$ cat config.mk
export PLATFORM = sky130hd
export DESIGN_NAME = param_mas_serializer
export DESIGN_NICKNAME = d
export VERILOG_FILES = /design/src/rtl/param_mas_serializer_pkg.sv /design/src/rtl/param_mas_serializer_ser_lane.sv /design/src/rtl/param_mas_serializer.sv
export SDC_FILE = /design/constraint.sdc
export NUM_CORES = 1
export LEC_CHECK = 0
export CORE_MARGIN = 1.5
export CORE_UTILIZATION = 57
export DETAILED_ROUTE_END_ITERATION = 12
export PLACE_DENSITY = 0.84
export SKIP_LAST_GASP = 1
export SLEW_MARGIN = 20
export SYNTH_ARGS = -nofsm -noshare
export SYNTH_HDL_FRONTEND = slang
export SYNTH_HIERARCHICAL = 1
export SYNTH_SLANG_ARGS = --single-unit
$ cat constraint.sdc
create_clock -name clk -period 4.6 [get_ports clk]
set_input_delay 0.92 -clock clk [delete_from_list [all_inputs] [get_ports clk]]
set_output_delay 0.92 -clock clk [all_outputs]
set_load 0.02 [all_outputs]
$ cat src/rtl/param_mas_serializer_pkg.sv
// Shared definitions for the multi-lane serializer: frame geometry, line
// levels and the per-lane state encoding.
package param_mas_serializer_pkg;

  // First bit of every frame; marks the frame start on an idle-low line.
  localparam logic START_BIT = 1'b1;

  // Level driven on a lane's serial line while no frame is in flight.
  localparam logic IDLE_LVL  = 1'b0;

  // A lane is either waiting for a launch or shifting out a frame.
  typedef enum logic {
    LANE_IDLE = 1'b0,
    LANE_SEND = 1'b1
  } lane_state_e;

  // Total frame length in bits: start bit, payload, optional parity bit.
  function automatic int unsigned frame_len(input int unsigned w,
                                            input int unsigned parity_en);
    return 1 + w + ((parity_en != 0) ? 1 : 0);
  endfunction

endpackage : param_mas_serializer_pkg

$ cat src/rtl/param_mas_serializer_ser_lane.sv
// Single serializer lane: captures a word on launch, then shifts out
// start bit, payload (MSB or LSB first) and optional even parity.
module ser_lane
  import param_mas_serializer_pkg::*;
#(
  parameter int unsigned W         = 8,
  parameter int unsigned PARITY_EN = 1,
  parameter int unsigned MSB_FIRST = 1
) (
  input  logic         clk,
  input  logic         reset,
  input  logic [W-1:0] word_i,
  input  logic         start_i,
  output logic         busy_o,
  output logic         serial_o,
  output logic         done_o
);

  localparam int unsigned L     = frame_len(W, PARITY_EN);
  localparam int unsigned CNT_W = $clog2(L + 1);

  lane_state_e      state_q, state_d;
  logic [L-1:0]     frame_q, frame_d;
  logic [CNT_W-1:0] cnt_q,   cnt_d;
  logic             done_q,  done_d;

  logic [W-1:0]     payload;
  logic [L-1:0]     frame_new;
  logic             parity;

  // Assemble the outgoing frame from the live input word; the MSB of
  // frame_new is transmitted first.
  always_comb begin
    payload = '0;
    for (int unsigned i = 0; i < W; i++) begin
      if (MSB_FIRST != 0) begin
        payload[i] = word_i[i];
      end else begin
        payload[i] = word_i[W-1-i];
      end
    end
    parity           = ^word_i;
    frame_new        = '0;
    frame_new[L-1]   = START_BIT;
    frame_new[L-2 -: W] = payload;
    if (PARITY_EN != 0) begin
      frame_new[0] = parity;
    end
  end

  // Next-state logic: cnt_q holds the 1-based index of the bit on the line,
  // so reaching L means the last bit is out and the lane returns to idle.
  always_comb begin
    state_d = state_q;
    frame_d = frame_q;
    cnt_d   = cnt_q;
    done_d  = 1'b0;
    unique case (state_q)
      LANE_IDLE: begin
        if (start_i) begin
          state_d = LANE_SEND;
          frame_d = frame_new;
          cnt_d   = CNT_W'(1);
        end
      end
      LANE_SEND: begin
        if (cnt_q == CNT_W'(L)) begin
          state_d = LANE_IDLE;
          frame_d = '0;
          cnt_d   = '0;
          done_d  = 1'b1;
        end else begin
          frame_d = {frame_q[L-2:0], 1'b0};
          cnt_d   = cnt_q + CNT_W'(1);
        end
      end
      default: begin
        state_d = LANE_IDLE;
      end
    endcase
  end

  // State register with synchronous reset; reset aborts any frame silently.
  always_ff @(posedge clk) begin
    if (reset) begin
      state_q <= LANE_IDLE;
      frame_q <= '0;
      cnt_q   <= '0;
      done_q  <= 1'b0;
    end else begin
      state_q <= state_d;
      frame_q <= frame_d;
      cnt_q   <= cnt_d;
      done_q  <= done_d;
    end
  end

  assign busy_o   = (state_q == LANE_SEND);
  assign serial_o = busy_o ? frame_q[L-1] : IDLE_LVL;
  assign done_o   = done_q;

endmodule : ser_lane

$ cat src/rtl/param_mas_serializer.sv
// Multi-lane serializer: lane 0 sends the command word, lanes 1..LANES
// send data words; every lane runs independently.
module param_mas_serializer
  import param_mas_serializer_pkg::*;
#(
  parameter int unsigned CMD_W     = 5,
  parameter int unsigned DATA_W    = 32,
  parameter int unsigned LANES     = 1,
  parameter int unsigned PARITY_EN = 1,
  parameter int unsigned MSB_FIRST = 1
) (
  input  logic                    clk,
  input  logic                    reset,
  input  logic [CMD_W-1:0]        command_i,
  input  logic [LANES*DATA_W-1:0] data_i,
  input  logic [LANES:0]          start_i,
  output logic [LANES:0]          lvds_busy,
  output logic [LANES:0]          serial_o,
  output logic [LANES:0]          done_o
);

  // Command lane.
  ser_lane #(
    .W         (CMD_W),
    .PARITY_EN (PARITY_EN),
    .MSB_FIRST (MSB_FIRST)
  ) u_cmd_lane (
    .clk      (clk),
    .reset    (reset),
    .word_i   (command_i),
    .start_i  (start_i[0]),
    .busy_o   (lvds_busy[0]),
    .serial_o (serial_o[0]),
    .done_o   (done_o[0])
  );

  // Data lanes; lane k takes slice (k-1) of data_i.
  for (genvar k = 1; k <= LANES; k++) begin : g_data_lane
    ser_lane #(
      .W         (DATA_W),
      .PARITY_EN (PARITY_EN),
      .MSB_FIRST (MSB_FIRST)
    ) u_data_lane (
      .clk      (clk),
      .reset    (reset),
      .word_i   (data_i[(k-1)*DATA_W +: DATA_W]),
      .start_i  (start_i[k]),
      .busy_o   (lvds_busy[k]),
      .serial_o (serial_o[k]),
      .done_o   (done_o[k])
    );
  end

endmodule : param_mas_serializer

==> key figures <==
Outcome
  – Status: finished, final reports clean

Timing
  – RSZ-0062 raised after global routing: false
  – Setup Skew: 0.008113 ns
  – Max-slew violations: 0
  – Worst slew margin: 37.16%
  – Final setup vio count: 0
  – Highest clock rate: 357.4 MHz
  – Final Hold Fails: 0
  – Setup_tns: 0 ns
  – Final min period: 2.798 ns
  – Final hold slack: 0.4930 ns
  – Worst-margin pin slew: 0.9426 ns
  – Final period utilization: 60.83%

Worst setup path
  – Max stage delay on crit path: 0.76 ns
  – Crit end category: output pin
  – Family with the most delay on the worst path: flip-flops
  – Critical-path top delay cell: dfxtp_1
  – CP Class: reg -> out
  – R2r setup slk: 2.62 ns
  – Critical R2R Capture: g_data_lane[1].u_data_lane/cnt_q[2]
  – Critical Path RT: 3.68 ns
  – CP max FO: 23
  – Reg2reg path depth: 5
  – Critical Path Start Type: register
  – Crit path arrival time: 1.88 ns
  – Critical-path cell list: and2_1 > clkdlybuf4s50_1
  – CP startpoint: u_cmd_lane/busy_o
  – Worst r2r src: g_data_lane[1].u_data_lane/busy_o
  – Critical path buffer and inverter count: 1

Clock tree
  – Clock Sinks: 54
  – TritonCTS clock tree: done
  – CTS max path bufs: 2
  – Number of H-tree levels: 2
  – Post-CTS sizing: 0
  – Worst-skew pair later-pin latency: 0.30 ns
  – Clk pin slew, worst setup/hold paths: 0.09 ns
  – CTS Buf Count: 5
  – Root Driver: clkbuf_8
  – # hold bufs at CTS: 0
  – # Post-CTS Setup Buffers: 0

Hold path
  – Hold EP: u_cmd_lane/frame_q[6]
  – Hold depth: 2
  – Hold Crit Class: reg -> reg
  – Min-delay src: u_cmd_lane/frame_q[5]

Detailed routing
  – Remaining DRCs: 0
  – First-pass iteration count of the detailed router: 4
  – Drt wl/cell: 12.37 um
  – Final wirelength: 5.554 mm
  – Via count: 2423
  – DR iter-0 viols: 171
  – Via density: 5.396
  – ANT nets after route: 0

Floorplan
  – Die Span Y: 72.60 um
  – DIE WIDTH: 72.60 um
  – # IOs: 47
  – Initial Util: 58.85%
  – Rows: 25
  – Core area: 4692 um2
  – Die ar.: 5271 um2

Synthesis
  – Mapped Area: 2761 um2
  – Cells after Synth: 362
  – Register bit total from synthesis: 54
  – Sequential area share after synthesis: 39.15%
  – Ys async rst share: 0%
  – Count leader, synth: a21oi_1
  – Syn avg cell area: 7.628 um2
  – Top cells by count, synth: a21oi_1, nor2_1, dfxtp_1
  – Number of flops mapped to enable cells by yosys: 0
  – Area contributors post-synth: dfxtp_1, a21oi_1, xnor2_1
  – Main synth FF type: dfxtp_1
  – Synth warnings: 6
  – Synth cell types: 33
  – Syn nets: 408
  – Post-synth top area cell: dfxtp_1
  – Area fraction of the dominant cell type after synthesis: 39.15%

Global routing
  – Pin count of the biggest net entering global routing: 54
  – Initial antenna violation count: 0
  – GRT Resource Usage Total: 22.66%
  – Vias in the first global route: 2228
  – First-pass GRT wire length: 9.453 mm
  – Global route overflow: 0

Placement
  – IO buf count: 46
  – Placed inst area: 3212 um2
  – Placer Congestion: 0.7336
  – Hpwl dp: 3.743 mm
  – Post-Place Cells: 441

Layout
  – Cell Count, Final, Fillers Out: 449
  – Post-route cell area: 3303 um2
  – Share of cells above drive strength 1: 3.544%
  – NumNets Final: 440
  – End-of-flow core utilization: 70.40%
  – P&R area growth vs syn: 19.62%
  – Antenna Cells: 0

Power
  – VDD IR-drop max: 0.1835 mV
  – PwrDens: 316.8 nW/um2
  – LEAKAGE: 1.391 nW

Job
  – Max_cap viols: 0
cell usage in the layout (no fill, tap or decap), types with 6 or more instances in the layout:
cell             count
clkbuf_8             6
nor3_1              35
nand2_1             12
inv_1               35
dfxtp_1             54
clkdlybuf4s50_1     45
o22a_1               6
nor2_1              55
a21oi_1             70
xnor2_1             28
cell type report:
type / instances / area, um2
Clock buffer: 7 / 86.33
Clock inverter: 1 / 5.005
Fill cell: 381 / 1389
Inverter: 35 / 131.4
Multi-Input combinational cell: 249 / 1454
Sequential cell: 54 / 1081
Tap cell: 54 / 67.56
Timing Repair Buffer: 49 / 478.0
registers in the layout, summed over array words and instances, names as in the netlist:
name,flops
g_data_lane.u_data_lane/frame_q,34
u_cmd_lane/frame_q,7
g_data_lane.u_data_lane/cnt_q,6
u_cmd_lane/cnt_q,3
g_data_lane.u_data_lane/busy_o,1
g_data_lane.u_data_lane/done_o,1
u_cmd_lane/busy_o,1
u_cmd_lane/done_o,1
worst min-delay path: cells and delay by family (launching register included):
kind,cells,cell delay (ns)
AND/OR/NAND/NOR,1,0.07
AO/OA/AOI/OAI,1,0.06
flip-flops,1,0.32
logic make-up (layout without fill, tap and decap cells):
| family | count (synthesis) | count (layout) | share of synthesized area [%] |
|---|---|---|---|
| AO/OA/AOI/OAI | 86 | 86 | 17.58 |
| XOR/XNOR | 33 | 33 | 11.01 |
| adder cells (fa/ha/maj) | 5 | 5 | 2.266 |
| buffers and inverters | 59 | 92 | 8.428 |
| flip-flops | 54 | 54 | 39.15 |
| multiplexers | 5 | 5 | 1.812 |
| AND/OR/NAND/NOR | 120 | 120 | 19.76 |
per-stage QoR:
step | setup WS, ns | power, W
after floorplan | 2.518 | 0.0007123
after global placement | 1.697 | 0.0007805
after detailed placement | 1.633 | 0.0007899
after CTS | 1.778 | 0.001056
after global routing | 1.626 | 0.001106
final | 1.802 | 0.001046
where the power goes:
group / total (W) / internal [W] / switching [W] / leakage [nW]
logic: 0.000255 / 0.000128 / 0.000127 / 0.897
clock network: 0.000266 / 0.000122 / 0.000145 / 0.0482
registers: 0.000525 / 0.000502 / 0.0000225 / 0.446
total: 0.00105 / 0.000752 / 0.000294 / 1.39
how the worst max path moves through the flow:
stage / to / slack, ns / cells after the start
after CTS: serial_o[0] / 1.78 / 2
after floorplan: serial_o[1] / 2.52 / 3
after global routing: serial_o[0] / 1.63 / 2
final: serial_o[0] / 1.80 / 2
after detailed placement: g_data_lane[1].u_data_lane/cnt_q[2] / 1.63 / 6
after global placement: g_data_lane[1].u_data_lane/cnt_q[2] / 1.70 / 6
routing by layer:
layer	global-route usage [%]	vias up	wire length [um]	part of all wire, %
met5	0	-	0	0
met4	6.289	0	49	0.88
met3	5.801	4	237	4.3
met2	39.14	55	2718	49
met1	27.96	1099	2549	46
li1	-	1265	-	-
No activity file was read; power rests on OpenSTA's default activity.
